==> config.mk <==
export PLATFORM = sky130hd
export DESIGN_NAME = copy_stage_n
export DESIGN_NICKNAME = d
export VERILOG_FILES = /design/src/rtl/copy_stage_pkg.sv /design/src/rtl/copy_dest_gen.sv /design/src/rtl/copy_stage_n.sv
export SDC_FILE = /design/constraint.sdc
export NUM_CORES = 1
export LEC_CHECK = 0
export ABC_AREA = 1
export BUFFER_PORTS_ARGS = -buffer_cell sky130_fd_sc_hd__clkbuf_2
export CORE_ASPECT_RATIO = 0.9
export CORE_MARGIN = 2
export CORE_UTILIZATION = 30
export DETAILED_ROUTE_END_ITERATION = 12
export PLACE_DENSITY_LB_ADDON = 0.3
export SLEW_MARGIN = 20
export SYNTH_ARGS = -nofsm -noshare
export SYNTH_HDL_FRONTEND = slang
export SYNTH_SLANG_ARGS = --single-unit
==> constraint.sdc <==
create_clock -name CLK -period 4.05 [get_ports CLK]
set_input_delay 0.81 -clock CLK [delete_from_list [all_inputs] [get_ports CLK]]
set_output_delay 0.81 -clock CLK [all_outputs]
set_load 0.05 [all_outputs]
==> src/rtl/copy_stage_pkg.sv <==
// Shared widths, packet field offsets and FSM encoding for the packet copy stage.
package copy_stage_pkg;

    localparam int DEF_HDR_W  = 11;
    localparam int DEF_DEST_W = 7;
    localparam int DEF_CNT_W  = 1;
    localparam int DEF_DATA_W = 18;
    localparam int DEF_STRIDE = 1;

    typedef enum logic {
        ST_IDLE = 1'b0,
        ST_EMIT = 1'b1
    } state_t;

    // Input packet field offsets, LSB upwards: DATA | CNT | FLG | LRC | LRO | DEST | HDR
    function automatic int cnt_lsb(input int data_w);
        return data_w;
    endfunction

    function automatic int flg_bit(input int data_w, input int cnt_w);
        return data_w + cnt_w;
    endfunction

    function automatic int lrc_bit(input int data_w, input int cnt_w);
        return data_w + cnt_w + 1;
    endfunction

    function automatic int lro_bit(input int data_w, input int cnt_w);
        return data_w + cnt_w + 2;
    endfunction

    function automatic int dest_lsb(input int data_w, input int cnt_w);
        return data_w + cnt_w + 3;
    endfunction

    function automatic int hdr_lsb(input int data_w, input int cnt_w, input int dest_w);
        return data_w + cnt_w + 3 + dest_w;
    endfunction

endpackage

==> src/rtl/copy_dest_gen.sv <==
// Per-copy destination and link-route select: dest + k*STRIDE (wrapping), LRO for the original, LRC for copies.
module copy_dest_gen #(
    parameter int DEST_W = 7,
    parameter int CNT_W  = 1,
    parameter int STRIDE = 1
) (
    input  logic [DEST_W-1:0] dest,
    input  logic              lro,
    input  logic              lrc,
    input  logic [CNT_W-1:0]  k,
    output logic [DEST_W-1:0] dest_out,
    output logic              lr
);

    localparam logic [DEST_W-1:0] STRIDE_M = DEST_W'(STRIDE);

    logic [DEST_W-1:0] k_ext;

    assign k_ext    = DEST_W'(k);
    assign dest_out = dest + k_ext * STRIDE_M;
    assign lr       = (k == '0) ? lro : lrc;

endmodule

==> src/rtl/copy_stage_n.sv <==
// Packet copy stage: each accepted packet is emitted CNT+1 times with stepped destinations.
module copy_stage_n
    import copy_stage_pkg::*;
#(
    parameter int HDR_W  = DEF_HDR_W,
    parameter int DEST_W = DEF_DEST_W,
    parameter int CNT_W  = DEF_CNT_W,
    parameter int DATA_W = DEF_DATA_W,
    parameter int STRIDE = DEF_STRIDE,
    parameter int IN_W   = HDR_W + DEST_W + 3 + CNT_W + DATA_W,
    parameter int OUT_W  = HDR_W + DEST_W + 2 + DATA_W
) (
    input  logic             CLK,
    input  logic             MR_n,
    input  logic             Send_in,
    output logic             Ack_out,
    input  logic [IN_W-1:0]  PACKET_IN,
    output logic             Send_out,
    input  logic             Ack_in,
    output logic [OUT_W-1:0] PACKET_OUT,
    output logic             Busy
);

    localparam int CNT_LSB  = cnt_lsb(DATA_W);
    localparam int FLG_BIT  = flg_bit(DATA_W, CNT_W);
    localparam int LRC_BIT  = lrc_bit(DATA_W, CNT_W);
    localparam int LRO_BIT  = lro_bit(DATA_W, CNT_W);
    localparam int DEST_LSB = dest_lsb(DATA_W, CNT_W);
    localparam int HDR_LSB  = hdr_lsb(DATA_W, CNT_W, DEST_W);

    state_t            state;
    logic              rst_done;
    logic [IN_W-1:0]   hold;
    logic [CNT_W-1:0]  k;
    logic [OUT_W-1:0]  out_q;

    logic              in_xfer;
    logic              out_xfer;
    logic              last;
    logic [IN_W-1:0]   src;
    logic [CNT_W-1:0]  src_k;
    logic [DEST_W-1:0] gen_dest;
    logic              gen_lr;
    logic [OUT_W-1:0]  next_out;

    // Handshake: a transfer happens on a CLK rise where valid (Send_*) and ready (Ack_*) are both high;
    // Ack_out rises in EMIT only on the last copy's transfer cycle, giving a zero-bubble reload.
    assign out_xfer = (state == ST_EMIT) && Ack_in;
    assign last     = (k == hold[CNT_LSB +: CNT_W]);
    assign Ack_out  = ((state == ST_IDLE) && rst_done) || (out_xfer && last);
    assign in_xfer  = Send_in && Ack_out;

    // The next output word is built either from a freshly accepted packet (copy 0) or from the held one.
    assign src   = in_xfer ? PACKET_IN : hold;
    assign src_k = in_xfer ? '0 : k + 1'b1;

    copy_dest_gen #(
        .DEST_W (DEST_W),
        .CNT_W  (CNT_W),
        .STRIDE (STRIDE)
    ) u_dest_gen (
        .dest     (src[DEST_LSB +: DEST_W]),
        .lro      (src[LRO_BIT]),
        .lrc      (src[LRC_BIT]),
        .k        (src_k),
        .dest_out (gen_dest),
        .lr       (gen_lr)
    );

    assign next_out = {src[HDR_LSB +: HDR_W], gen_dest, gen_lr, src[FLG_BIT], src[DATA_W-1:0]};

    always_ff @(posedge CLK or negedge MR_n) begin
        if (!MR_n) begin
            state    <= ST_IDLE;
            rst_done <= 1'b0;
            hold     <= '0;
            k        <= '0;
            out_q    <= '0;
        end else begin
            rst_done <= 1'b1;
            if (in_xfer) begin
                hold  <= PACKET_IN;
                k     <= '0;
                out_q <= next_out;
                state <= ST_EMIT;
            end else if (out_xfer && !last) begin
                k     <= src_k;
                out_q <= next_out;
            end else if (out_xfer) begin
                state <= ST_IDLE;
            end
        end
    end

    assign Send_out   = (state == ST_EMIT);
    assign Busy       = (state == ST_EMIT);
    assign PACKET_OUT = out_q;

endmodule

# After elaboration in Yosys (flattened, before gate mapping)
# Cells that the tools add are included.
# classes
addsub	2
n_eq_ne	2
n_mux	10
bitwise	1
reduce_logical	10
# op_table
operator	n
$mux 38	2
$mux 40	1
$add 7x1->7	1
$mux 1	7
$logic_and 1x1->1	5
$reduce_bool 2->1	2
$ne 2x2->1 const B	1
$reduce_and 2->1	1
$add 1x1->1 const B	1
$eq 1x1->1	1
$logic_not 1->1	1
$logic_or 1x1->1	1
$not 1->1	1
# totals
regBits	81
out_inout_bits	41
elab_cells	31

# Depth between registers and ports, before layout
# Gate-level depths: netlist of run 1.
# depth
depth_word	8
ltp_mapped	18

# By module
# Synthesis of run 1 repeated with hierarchy kept, for this count alone.
# unflattened
hier_cells	446
hier_area_um2	3706.1
# by_module_without_submodules
mod	instances	cells_per_inst	area_per_inst_um2	seq_area_each_um2
copy_stage_n	1	420	3552.2	2026.9
copy_dest_gen	1	26	153.9	0.0

# Worst setup path before layout of run 1
# Ideal clock, no wire load.
# synth_timing
path_type	input to register
startpoint	input port Ack_in
endpoint	register out_q[26] (netlist: PACKET_OUT[26])
setup_ps	118
arrival_ps	2567
required_ps	3932
path_slack_ps	1366
cell_stages	17
n_path_buf	2
cell_sequence	nand2_1 inv_1 nand3_2 nand2_4 nand2_4 inv_2 buf_6 buf_4 nand2_1 nand2_1 ha_1 ha_1 nand3_1 nor2_1 nand3_1 nand3_1 nand2_1
# synth_between
elab_chain_cells	8
# synth_lines
item	line_no	source
start, declared	copy_stage_n.sv:19	input logic Ack_in,
$logic_and 1x1->1 (*)	copy_stage_n.sv:48	assign out_xfer = (state == ST_EMIT) && Ack_in;
$logic_and 1x1->1 (*)	copy_stage_n.sv:50	assign Ack_out = ((state == ST_IDLE) && rst_done) || (out_xfer && last);
$logic_or 1x1->1 (*)	copy_stage_n.sv:50	
net Ack_out	copy_stage_n.sv:16	output logic Ack_out,
$logic_and 1x1->1 (*)	copy_stage_n.sv:51	assign in_xfer = Send_in && Ack_out;
$mux 40 (*)	copy_stage_n.sv:54	assign src = in_xfer ? PACKET_IN : hold;
net src[22]	copy_stage_n.sv:40	logic [IN_W-1:0] src;
$add 7x1->7 (*)	copy_dest_gen.sv:20	assign dest_out = dest + k_ext * STRIDE_M;
$mux 38	copy_stage_n.sv:86	end else if (out_xfer && !last) begin
$mux 38 (*)	copy_stage_n.sv:81	if (in_xfer) begin
end signal, assigned	copy_stage_n.sv:84	out_q <= next_out;
end signal, assigned	copy_stage_n.sv:88	out_q <= next_out;
end, declared	copy_stage_n.sv:35	logic [OUT_W-1:0] out_q;
# The timed path passes the listed nets; every way through them passes the cells marked *. The select of a mux whose other input is x is not followed.
# A chain may end at the register's enable or synchronous reset.

# Worst setup path in the final report of run 1
# layout_timing
startpoint	input port Ack_in
endpoint	register out_q[26] (netlist: PACKET_OUT[26])
# layout_between
elab_chain_cells	8
# layout_lines
item	line_no
$logic_and 1x1->1 (*)	copy_stage_n.sv:48
$logic_and 1x1->1	copy_stage_n.sv:50
$logic_or 1x1->1	copy_stage_n.sv:50
$logic_and 1x1->1	copy_stage_n.sv:51
$mux 40 / $mux 1 (equally long branches)	copy_stage_n.sv:54, copy_stage_n.sv:55
$add 7x1->7	copy_dest_gen.sv:20
$mux 38	copy_stage_n.sv:86
$mux 38	copy_stage_n.sv:81
# Every way passes the cells marked *; elsewhere a longest branch is shown, timed or not. The select of a mux whose other input is x is not followed.

==> run_results.csv, run 1 <==
group,metric,value,unit
synth,ys.flop_type,"dfrtp_1",
setup_path,slowest_delay,0.38,ns
clock_tree,cts_tree,"yes",
grt,grt.total_usage,12.9,%
setup_path,cp_slowest_cell,"nand2_4",
clock_tree,post_cts_resized,0,
setup_path,cp.arrival,3.05,ns
grt,grt_overflow,0,
routing,viasPerCell,4.47,
final_layout,drive_above_1_share,25.7,%
setup_path,r2r_end,"PACKET_OUT[26]$_DFFE_PN0P_",
synth,yosysWarnings,0,
routing,drt_wl_total,6990,um
power_and_ir_drop,comb_power_share,46.9,%
run_status,status,"complete, no violations",
routing,drt_iter0_drc,150,
floorplan,rows,36,
setup_path,cp.required,4.26,ns
clock_tree,path_clk_slew,0.06,ns
setup_path,cp_cell_sequence,"clkbuf_2 -> nand2_1 -> inv_1 -> nand3_2 -> nand2_4 -> nand2_4 -> inv_2 -> nor2_1 -> ha_1 -> ha_1 -> nand3_1 -> nor2_1 -> nand3_1 -> nand3_1 -> nand2_1",
clock_tree,cts_root_buf,"clkbuf_16",
synth,syn_nets,400,
final_layout,fin_area,0.00413,sq mm
floorplan,io_pins,85,
hold_path,hp-start,"hold[2]$_DFF_PN0_",
power_and_ir_drop,clkPwrFrac,20.5,%
final_layout,diodes,0,
timing,finalHoldViolations,0,
synth,synth-edff-count,0,
power_and_ir_drop,seq_power_share,32.6,%
timing,period_share,70.2,%
job,max_cap_violations,0,
clock_tree,postCtsHoldBufs,0,
routing,num_vias,2562,
clock_tree,htree_levels,3,
floorplan,die_w,115,um
setup_path,path_max_fanout,42,
setup_path,rr_worst_depth,14,
synth,syn_area_per_cell,9.32,sq um
timing,setup_ws,1.21,ns
final_layout,fin_nets,481,
grt,grt_pass1_vias,2586,
synth,netlist_area,0.00330,sq mm
routing,drc,0,
clock_tree,cts_sinks,81,
power_and_ir_drop,powerDensity,1030,mW/mm^2
synth,synth_top_cells_by_area,"dfrtp_1, nand2_1, a31oi_1",
setup_path,critPathKind,"in -> reg",
floorplan,fp.dieArea,0.0119,sq mm
timing,worst_slew_pin_slew,0.728,ns
power_and_ir_drop,swShare,46.1,%
final_layout,multi_input_area,0.00110,sq mm
synth,synth-async-reset-ratio,100,%
final_layout,stdcell_count,573,
floorplan,die_h,104,um
floorplan,coreArea,0.0108,sq mm
power_and_ir_drop,p_int,2.28,mW
timing,max_freq,352,MHz
place,place_inst,557,
routing,first_pass_iters,4,
grt,antenna_found_initial,0,
timing,tns,0,ns
synth,synthTopCellsByCount,"nand2_1, dfrtp_1, nor2_1, a31oi_1, inv_1",
clock_tree,clk_latency,0.33,ns
timing,finClkSkew,0.00613,ns
clock_tree,cts_setup_buffers,0,
timing,rsz0062_at_grt,"false",
hold_path,min_path_cells,2,
power_and_ir_drop,power_switching,1.95,mW
final_layout,seq_area,0.00203,sq mm
place,place_area,0.00380,sq mm
setup_path,cp-end-kind,"register",
timing,drv_slew,0,
hold_path,hp-class,"reg -> reg",
grt,grt_max_degree,82,
routing,ant_nets,0,
hold_path,min_to,"hold[2]$_DFF_PN0_",
synth,yosysMostFrequentCell,"nand2_1",
routing,wl_per_cell,12.2,um
clock_tree,clockBufferDepth,2,
synth,yosys.area.top_type,"dfrtp_1",
synth,ys_types,22,
synth,synthCells,354,
synth,synth-seq-area-share,61.4,%
setup_path,critPathMostFrequentCell,"nand3_1",
place,place.gp.congestion,0.770,
timing,setup_viol_count_final,0,
power_and_ir_drop,p_leak,2.18,nW
setup_path,r2r_start,"hold[18]$_DFFE_PN0P_",
final_layout,num-fill-cells,1098,
synth,synth_top_area_share,61.4,%
timing,layout_min_cycle_time,2.84,ns
final_layout,syn2layout_area_growth,25.1,%
clock_tree,cts_buffers,9,
place,preCtsSetupSlack,0.824,ns
setup_path,r2r_setup_slack,1.31,ns
power_and_ir_drop,ir_drop,0.389,mV
place,portBuffers,84,
synth,synth_seq_cells,81,
timing,slew-limit-headroom,51.5,%
setup_path,cp-start-kind,"input pin",
place,place.detailed.hpwl,4880,um
grt,grt_pass1_wl,12100,um
floorplan,start_util,30.7,%
per-layer routing:
layer / share of wire, % / up-vias / GRT usage, %
met1: 47 / 1202 / 16.2
met3: 4.9 / 5 / 3.98
li1: - / 1284 / -
met4: 0.63 / 0 / 4.62
met2: 47 / 71 / 20.9
met5: 0 / - / 0
power groups by stage:
stage,logic (mW),registers [mW],clock network [mW]
after global routing,2.18,1.43,0.938
after floorplan,0.901,2.07,0
final,1.99,1.38,0.869
after detailed placement,2.01,1.40,0
after CTS,2.02,1.39,0.897
after global placement,1.99,1.38,0
metrics by stage:
step | util [%] | power [mW] | hold slack (ns)
finish | 38.4 | 4.24 | 0.471
global route | 38.4 | 4.54 | 0.493
global placement | 35.3 | 3.37 | 0.459
detailed placement | 35.3 | 3.41 | 0.461
floorplan | - | 2.97 | 0.439
CTS | 38.3 | 4.30 | 0.476
cells by family after synthesis:
| family | after synthesis | synth area share, % |
|---|---|---|
| AO/OA/AOI/OAI | 37 | 6.86 |
| adder cells (fa/ha/maj) | 2 | 0.758 |
| buffers and inverters | 35 | 5.27 |
| flip-flops | 81 | 61.4 |
| other | 1 | 0.114 |
| AND/OR/NAND/NOR | 198 | 25.6 |
registers in the layout, summed over array words and instances, names as in the netlist:
register,cells
PACKET_OUT,38
rst_done,1
k,1
Busy,1
hold,40
cell usage in the layout, fill, tap and decap left out, types with 2 or more instances in the layout:
| cell type | Yosys | layout |
|---|---|---|
| nand2_2 | 2 | 2 |
| bufinv_16 | 0 | 2 |
| o21ai_0 | 4 | 4 |
| a31oi_1 | 31 | 31 |
| clkbuf_8 | 0 | 2 |
| nand3b_1 | 3 | 3 |
| buf_4 | 4 | 2 |
| inv_2 | 3 | 3 |
| clkbuf_2 | 0 | 83 |
| nor2_1 | 36 | 36 |
| nor2_4 | 2 | 2 |
| clkbuf_16 | 0 | 9 |
| ha_1 | 2 | 2 |
| inv_1 | 16 | 16 |
| clkbuf_1 | 0 | 3 |
| nand3_1 | 8 | 8 |
| dfrtp_1 | 81 | 81 |
| nand2_4 | 5 | 5 |
| nand2_1 | 139 | 139 |
worst max-delay path: cells and delay by family:
family,cells,cell delay [ns]
AND/OR/NAND/NOR,10,1.37
adder cells (fa/ha/maj),2,0.45
buffers and inverters,3,0.42
layout make-up:
class	count	share of cell area [%]
inverters	19	1.73
repair buffers	86	10.7
well taps	133	4.03
clock inverters	2	1.45
clock buffers	14	6.39
flip-flops and latches	81	49.1
multi-input cells	238	26.6
worst max-delay path by stage:
stage	from	end	slack, ns	cells after the start
after floorplan	Ack_in	PACKET_OUT[26]$_DFFE_PN0P_	1.37	17
after global placement	Ack_in	PACKET_OUT[26]$_DFFE_PN0P_	0.91	15
after detailed placement	Ack_in	PACKET_OUT[26]$_DFFE_PN0P_	0.82	15
after CTS	Ack_in	PACKET_OUT[26]$_DFFE_PN0P_	1.16	15
after global routing	Ack_in	PACKET_OUT[26]$_DFFE_PN0P_	0.82	15
final	Ack_in	PACKET_OUT[26]$_DFFE_PN0P_	1.21	15
(Power assumes the default switching activity.)
==> run 2: changes to the inputs <==
clock period = 2.7 ns   (was 4.05 ns; I/O delays follow)
==> run 2 against run 1 <==
Register-to-register slack lost 0.77 ns. Design area grew 0.82%. Combinational power grew 51%. Sequential cell count is the same. Non-clock buffer count grew 5. Wire length shrank 2.0%. First-iteration DRC count shrank 8.0%. Cell count grew 0.70%. Sequential share of layout area shrank 0.40 points. Clock power grew 46%. Total power grew 50%. Hold slack lost 0.28 ns. Critical path type is now reg -> reg.
==> run_results.csv, run 2 (synthesis gave the netlist of run 1 again) <==
group,metric,value,unit
run_status,status,"complete, no violations",
clock_tree,clockBufferDepth,2,
final_layout,fin_nets,486,
routing,drt_iter0_drc,138,
setup_path,cp-end-kind,"register",
place,place.detailed.hpwl,4880,um
timing,drv_slew,0,
clock_tree,cts_root_buf,"clkbuf_16",
grt,grt_max_degree,42,
final_layout,mostFrequentLayoutCells,"nand2_1, clkbuf_2, dfrtp_1, nor2_1, a31oi_1",
timing,setup_viol_count_final,0,
routing,wl_per_cell,11.9,um
setup_path,cp_top_family,"simple AND/OR/NAND/NOR gates",
routing,first_pass_iters,4,
grt,grt_pass1_vias,2433,
timing,tns,0,ns
grt,antenna_found_initial,0,
floorplan,coreArea,0.0108,sq mm
grt,grt.total_usage,12.4,%
timing,worst_slew_pin_slew,0.534,ns
setup_path,slowest_delay,0.38,ns
floorplan,io_pins,85,
routing,num_vias,2508,
floorplan,die_h,104,um
floorplan,fp.dieArea,0.0119,sq mm
power_and_ir_drop,ir_drop,0.697,mV
clock_tree,path_clk_slew,0.06,ns
clock_tree,cts_buffers,9,
routing,viasPerCell,4.35,
power_and_ir_drop,total_power,6.34,mW
final_layout,regMostFlops,"hold",
final_layout,drive_above_1_share,26.6,%
timing,setup_ws,0.543,ns
final_layout,syn2layout_area_growth,26.2,%
hold_path,hp-class,"in -> async",
timing,fin_hold_ws,0.193,ns
setup_path,critPathKind,"reg -> reg",
routing,ant_nets,0,
floorplan,rows,36,
job,max_cap_violations,0,
place,place.gp.congestion,0.744,
timing,slew-limit-headroom,64.4,%
setup_path,path_max_fanout,7,
timing,max_freq,464,MHz
floorplan,die_w,115,um
place,preCtsSetupSlack,0.393,ns
setup_path,critPathMostFrequentCell,"nand3_1",
setup_path,cp.required,2.92,ns
clock_tree,cts_setup_buffers,0,
timing,period_share,79.9,%
clock_tree,post_cts_resized,0,
setup_path,cp.arrival,2.37,ns
final_layout,final_common_cell,"nand2_1",
timing,layout_min_cycle_time,2.16,ns
setup_path,cp_slowest_cell,"dfrtp_1",
final_layout,num-fill-cells,1118,
floorplan,start_util,30.7,%
timing,finalHoldViolations,0,
final_layout,diodes,0,
clock_tree,clk_latency,0.33,ns
setup_path,cp-start-kind,"register",
clock_tree,postCtsHoldBufs,0,
timing,rsz0062_at_grt,"false",
final_layout,largest_reg_flops,40,
clock_tree,htree_levels,3,
routing,drc,0,
power_and_ir_drop,p_leak,2.20,nW
timing,finClkSkew,0.00692,ns
grt,grt_overflow,0,
place,portBuffers,84,
setup_path,cp_cell_sequence,"inv_1 -> nand2_1 -> nand3_2 -> nand2_4 -> nand2_4 -> inv_2 -> nor2_1 -> ha_1 -> ha_1 -> nand3_1 -> nor2_1 -> nand3_1 -> nand3_1 -> nand2_1",
clock_tree,cts_sinks,81,
power_and_ir_drop,powerDensity,1520,mW/mm^2
place,place_inst,562,
grt,grt_pass1_wl,11500,um
setup_path,cp.buffers_inverters,2,
final_layout,stdcell_count,577,
routing,drt_wl_total,6850,um
clock_tree,cts_tree,"yes",
run 2: final timing paths:
check / start / endpoint / slack, ns / cells past startpoint
setup / recovery: hold[18]$_DFFE_PN0P_ / PACKET_OUT[26]$_DFFE_PN0P_ / 0.54 / 14
hold / removal: MR_n / PACKET_OUT[4]$_DFFE_PN0P_ / 0.19 / 1
setup reg to reg: hold[18]$_DFFE_PN0P_ / PACKET_OUT[26]$_DFFE_PN0P_ / 0.54 / 14
hold reg to reg: hold[12]$_DFF_PN0_ / hold[12]$_DFF_PN0_ / 0.47 / 2
max in group asynchronous: MR_n / PACKET_OUT[31]$_DFFE_PN0P_ / 1.90 / 2
min in group CLK: PACKET_IN[37] / hold[37]$_DFF_PN0_ / 0.42 / 3
run 2: layout make-up:
cell class	count	area (sq um)	share of cell area, %
sequential	81	2030	48.7
timing repair buffer	91	488	11.7
clock buffer	12	246	5.92
inverter	19	71.3	1.71
multi-input combinational	238	1100	26.4
tap	133	166	4.00
clock inverter	3	65.1	1.56
run 2: power by group:
group / internal (mW) / switching (mW)
combinational: 0.776 / 2.24
clock: 0.828 / 0.444
sequential: 1.82 / 0.239
run 2: per-stage QoR:
step / util (%) / instance area, sq um
floorplan: - / 3300
global placement: 35.8 / 3850
detailed placement: 35.8 / 3850
CTS: 38.7 / 4160
global route: 38.7 / 4160
finish: 38.7 / 4160
run 2: layer usage:
layer  global-route usage [%]  wire length (um)  up-vias  part of all wire, %
met1                     15.6              3260     1145                   48
met4                     4.18                84        0                  1.2
met5                        0                 0        -                    0
li1                         -                 -     1294                    -
met3                     4.15               324        8                  4.7
met2                     19.9              3190       61                   46
==> run 3: changes to the inputs <==
clock period = 2 ns   (was 2.7 ns; I/O delays follow)
==> run 3 against run 2 <==
Critical endpoint is now Ack_out. Sequential cell count stayed put. Highest routed layer unchanged. Critical path type is now reg -> out. First-iteration DRC count is 2.2% lower. Combinational power increased by 45%. Largest power group unchanged.
==> run_results.csv, run 3 (synthesis gave the netlist of run 1 again) <==
group,metric,value,unit
clock_tree,cts_tree,"yes",
clock_tree,clockBufferDepth,2,
routing,num_vias,2557,
power_and_ir_drop,total_power,8.93,mW
floorplan,io_pins,85,
power_and_ir_drop,p_leak,2.24,nW
place,place_inst,566,
grt,grt_max_degree,37,
timing,setup_viol_count_final,0,
clock_tree,cts_sinks,81,
hold_path,hp-class,"in -> async",
final_layout,num-fill-cells,1107,
final_layout,drive_above_1_share,30.0,%
setup_path,cp_slowest_cell,"dfrtp_1",
final_layout,regMostFlops,"hold",
power_and_ir_drop,seq_power_share,31.3,%
power_and_ir_drop,clkPwrFrac,19.9,%
clock_tree,path_clk_slew,0.06,ns
final_layout,syn2layout_area_growth,31.3,%
place,place.gp.congestion,0.771,
timing,layout_min_cycle_time,1.89,ns
floorplan,die_h,104,um
final_layout,seq_area,0.00203,sq mm
routing,drc,0,
floorplan,fp.dieArea,0.0119,sq mm
routing,drt_iter0_drc,135,
timing,drv_slew,0,
floorplan,coreArea,0.0108,sq mm
final_layout,multi_input_area,0.00119,sq mm
final_layout,stdcell_count,583,
timing,period_share,94.5,%
timing,finalHoldViolations,0,
routing,ant_nets,0,
final_layout,largest_reg_flops,40,
setup_path,cp_top_family,"buffers and inverters",
setup_path,cp_cell_sequence,"inv_1 -> nand2_2 -> nand3_4 -> nand2_8 -> buf_4 -> buf_2",
clock_tree,postCtsHoldBufs,0,
job,max_cap_violations,0,
final_layout,mostFrequentLayoutCells,"nand2_1, clkbuf_2, dfrtp_1, nor2_1, a31oi_1",
place,place.detailed.hpwl,4940,um
timing,fin_hold_ws,0.000147,ns
grt,grt.total_usage,12.8,%
floorplan,rows,36,
power_and_ir_drop,swShare,45.7,%
power_and_ir_drop,comb_power_share,48.8,%
setup_path,critPathKind,"reg -> out",
timing,finClkSkew,0.00425,ns
power_and_ir_drop,p_int,4.85,mW
grt,grt_pass1_wl,12000,um
final_layout,diodes,0,
clock_tree,htree_levels,3,
floorplan,start_util,30.7,%
routing,viasPerCell,4.39,
final_layout,utilization,40.3,%
power_and_ir_drop,powerDensity,2060,mW/mm^2
grt,antenna_found_initial,0,
run_status,status,"complete, no violations",
setup_path,cp.arrival,1.49,ns
routing,drt_wl_total,7090,um
clock_tree,cts_buffers,9,
setup_path,cp.buffers_inverters,3,
timing,tns,0,ns
routing,wl_per_cell,12.2,um
final_layout,final_common_cell,"nand2_1",
power_and_ir_drop,power_switching,4.08,mW
final_layout,fin_nets,491,
setup_path,cp.required,1.60,ns
floorplan,die_w,115,um
grt,grt_pass1_vias,2529,
power_and_ir_drop,ir_drop,1.09,mV
clock_tree,clk_latency,0.33,ns
timing,max_freq,529,MHz
clock_tree,cts_root_buf,"clkbuf_16",
place,portBuffers,84,
setup_path,path_max_fanout,6,
setup_path,cp-start-kind,"register",
grt,grt_overflow,0,
setup_path,cp-end-kind,"output pin",
routing,first_pass_iters,4,
setup_path,slowest_delay,0.38,ns
## run 3: area by class of cell
cell class,count,share of cell area (%)
multi-input combinational,238,27.5
clock inverter,2,1.39
clock buffer,14,6.09
timing repair buffer,96,12.7
sequential,81,46.8
inverter,19,1.70
tap,133,3.84
## run 3: final timing paths
| path | cells after the start | end | slack, ns | start |
|---|---|---|---|---|
| worst max-delay path | 6 | Ack_out | 0.11 | hold[18]$_DFFE_PN0P_ |
| worst min-delay path | 1 | PACKET_OUT[33]$_DFFE_PN0P_ | 0.0001 | MR_n |
| worst max register to register | 14 | PACKET_OUT[26]$_DFFE_PN0P_ | 0.13 | hold[18]$_DFFE_PN0P_ |
| worst min register to register | 2 | hold[1]$_DFF_PN0_ | 0.47 | hold[1]$_DFF_PN0_ |
| max in group asynchronous | 2 | PACKET_OUT[3]$_DFFE_PN0P_ | 1.42 | MR_n |
| min in group CLK | 3 | hold[20]$_DFF_PN0_ | 0.27 | PACKET_IN[20] |
## run 3: metrics by stage
| step | setup slack, ns | area [sq um] |
|---|---|---|
| 2_1_floorplan | -0.320 | 3350 |
| 3_3_place_gp | 0.00650 | 3950 |
| 3_5_place_dp | -0.0612 | 3950 |
| 4_1_cts | 0.00848 | 4290 |
| 5_1_grt | -0.00978 | 4340 |
| 6_report | 0.110 | 4340 |
## run 3: what timing repair did
action	CTS	global route
gates cloned	0	0
buffers inserted	0	1
pin swaps	0	1
gates resized for setup	1	12
endpoints found under the setup margin	1	5
## run 3: power groups by stage
stage,clock network [mW],logic (mW),registers (mW)
6_report,1.78,4.36,2.79
3_5_place_dp,0,4.29,2.83
3_3_place_gp,0,4.25,2.80
2_1_floorplan,0,1.90,4.19
5_1_grt,1.90,4.76,2.89
4_1_cts,1.83,4.34,2.80
## run 3: per-layer routing
metal,track usage (%),share of wire (%)
met1,16.8,48
met2,19.4,45
met5,0,0
met3,5.03,6.3
met4,4.18,1.0
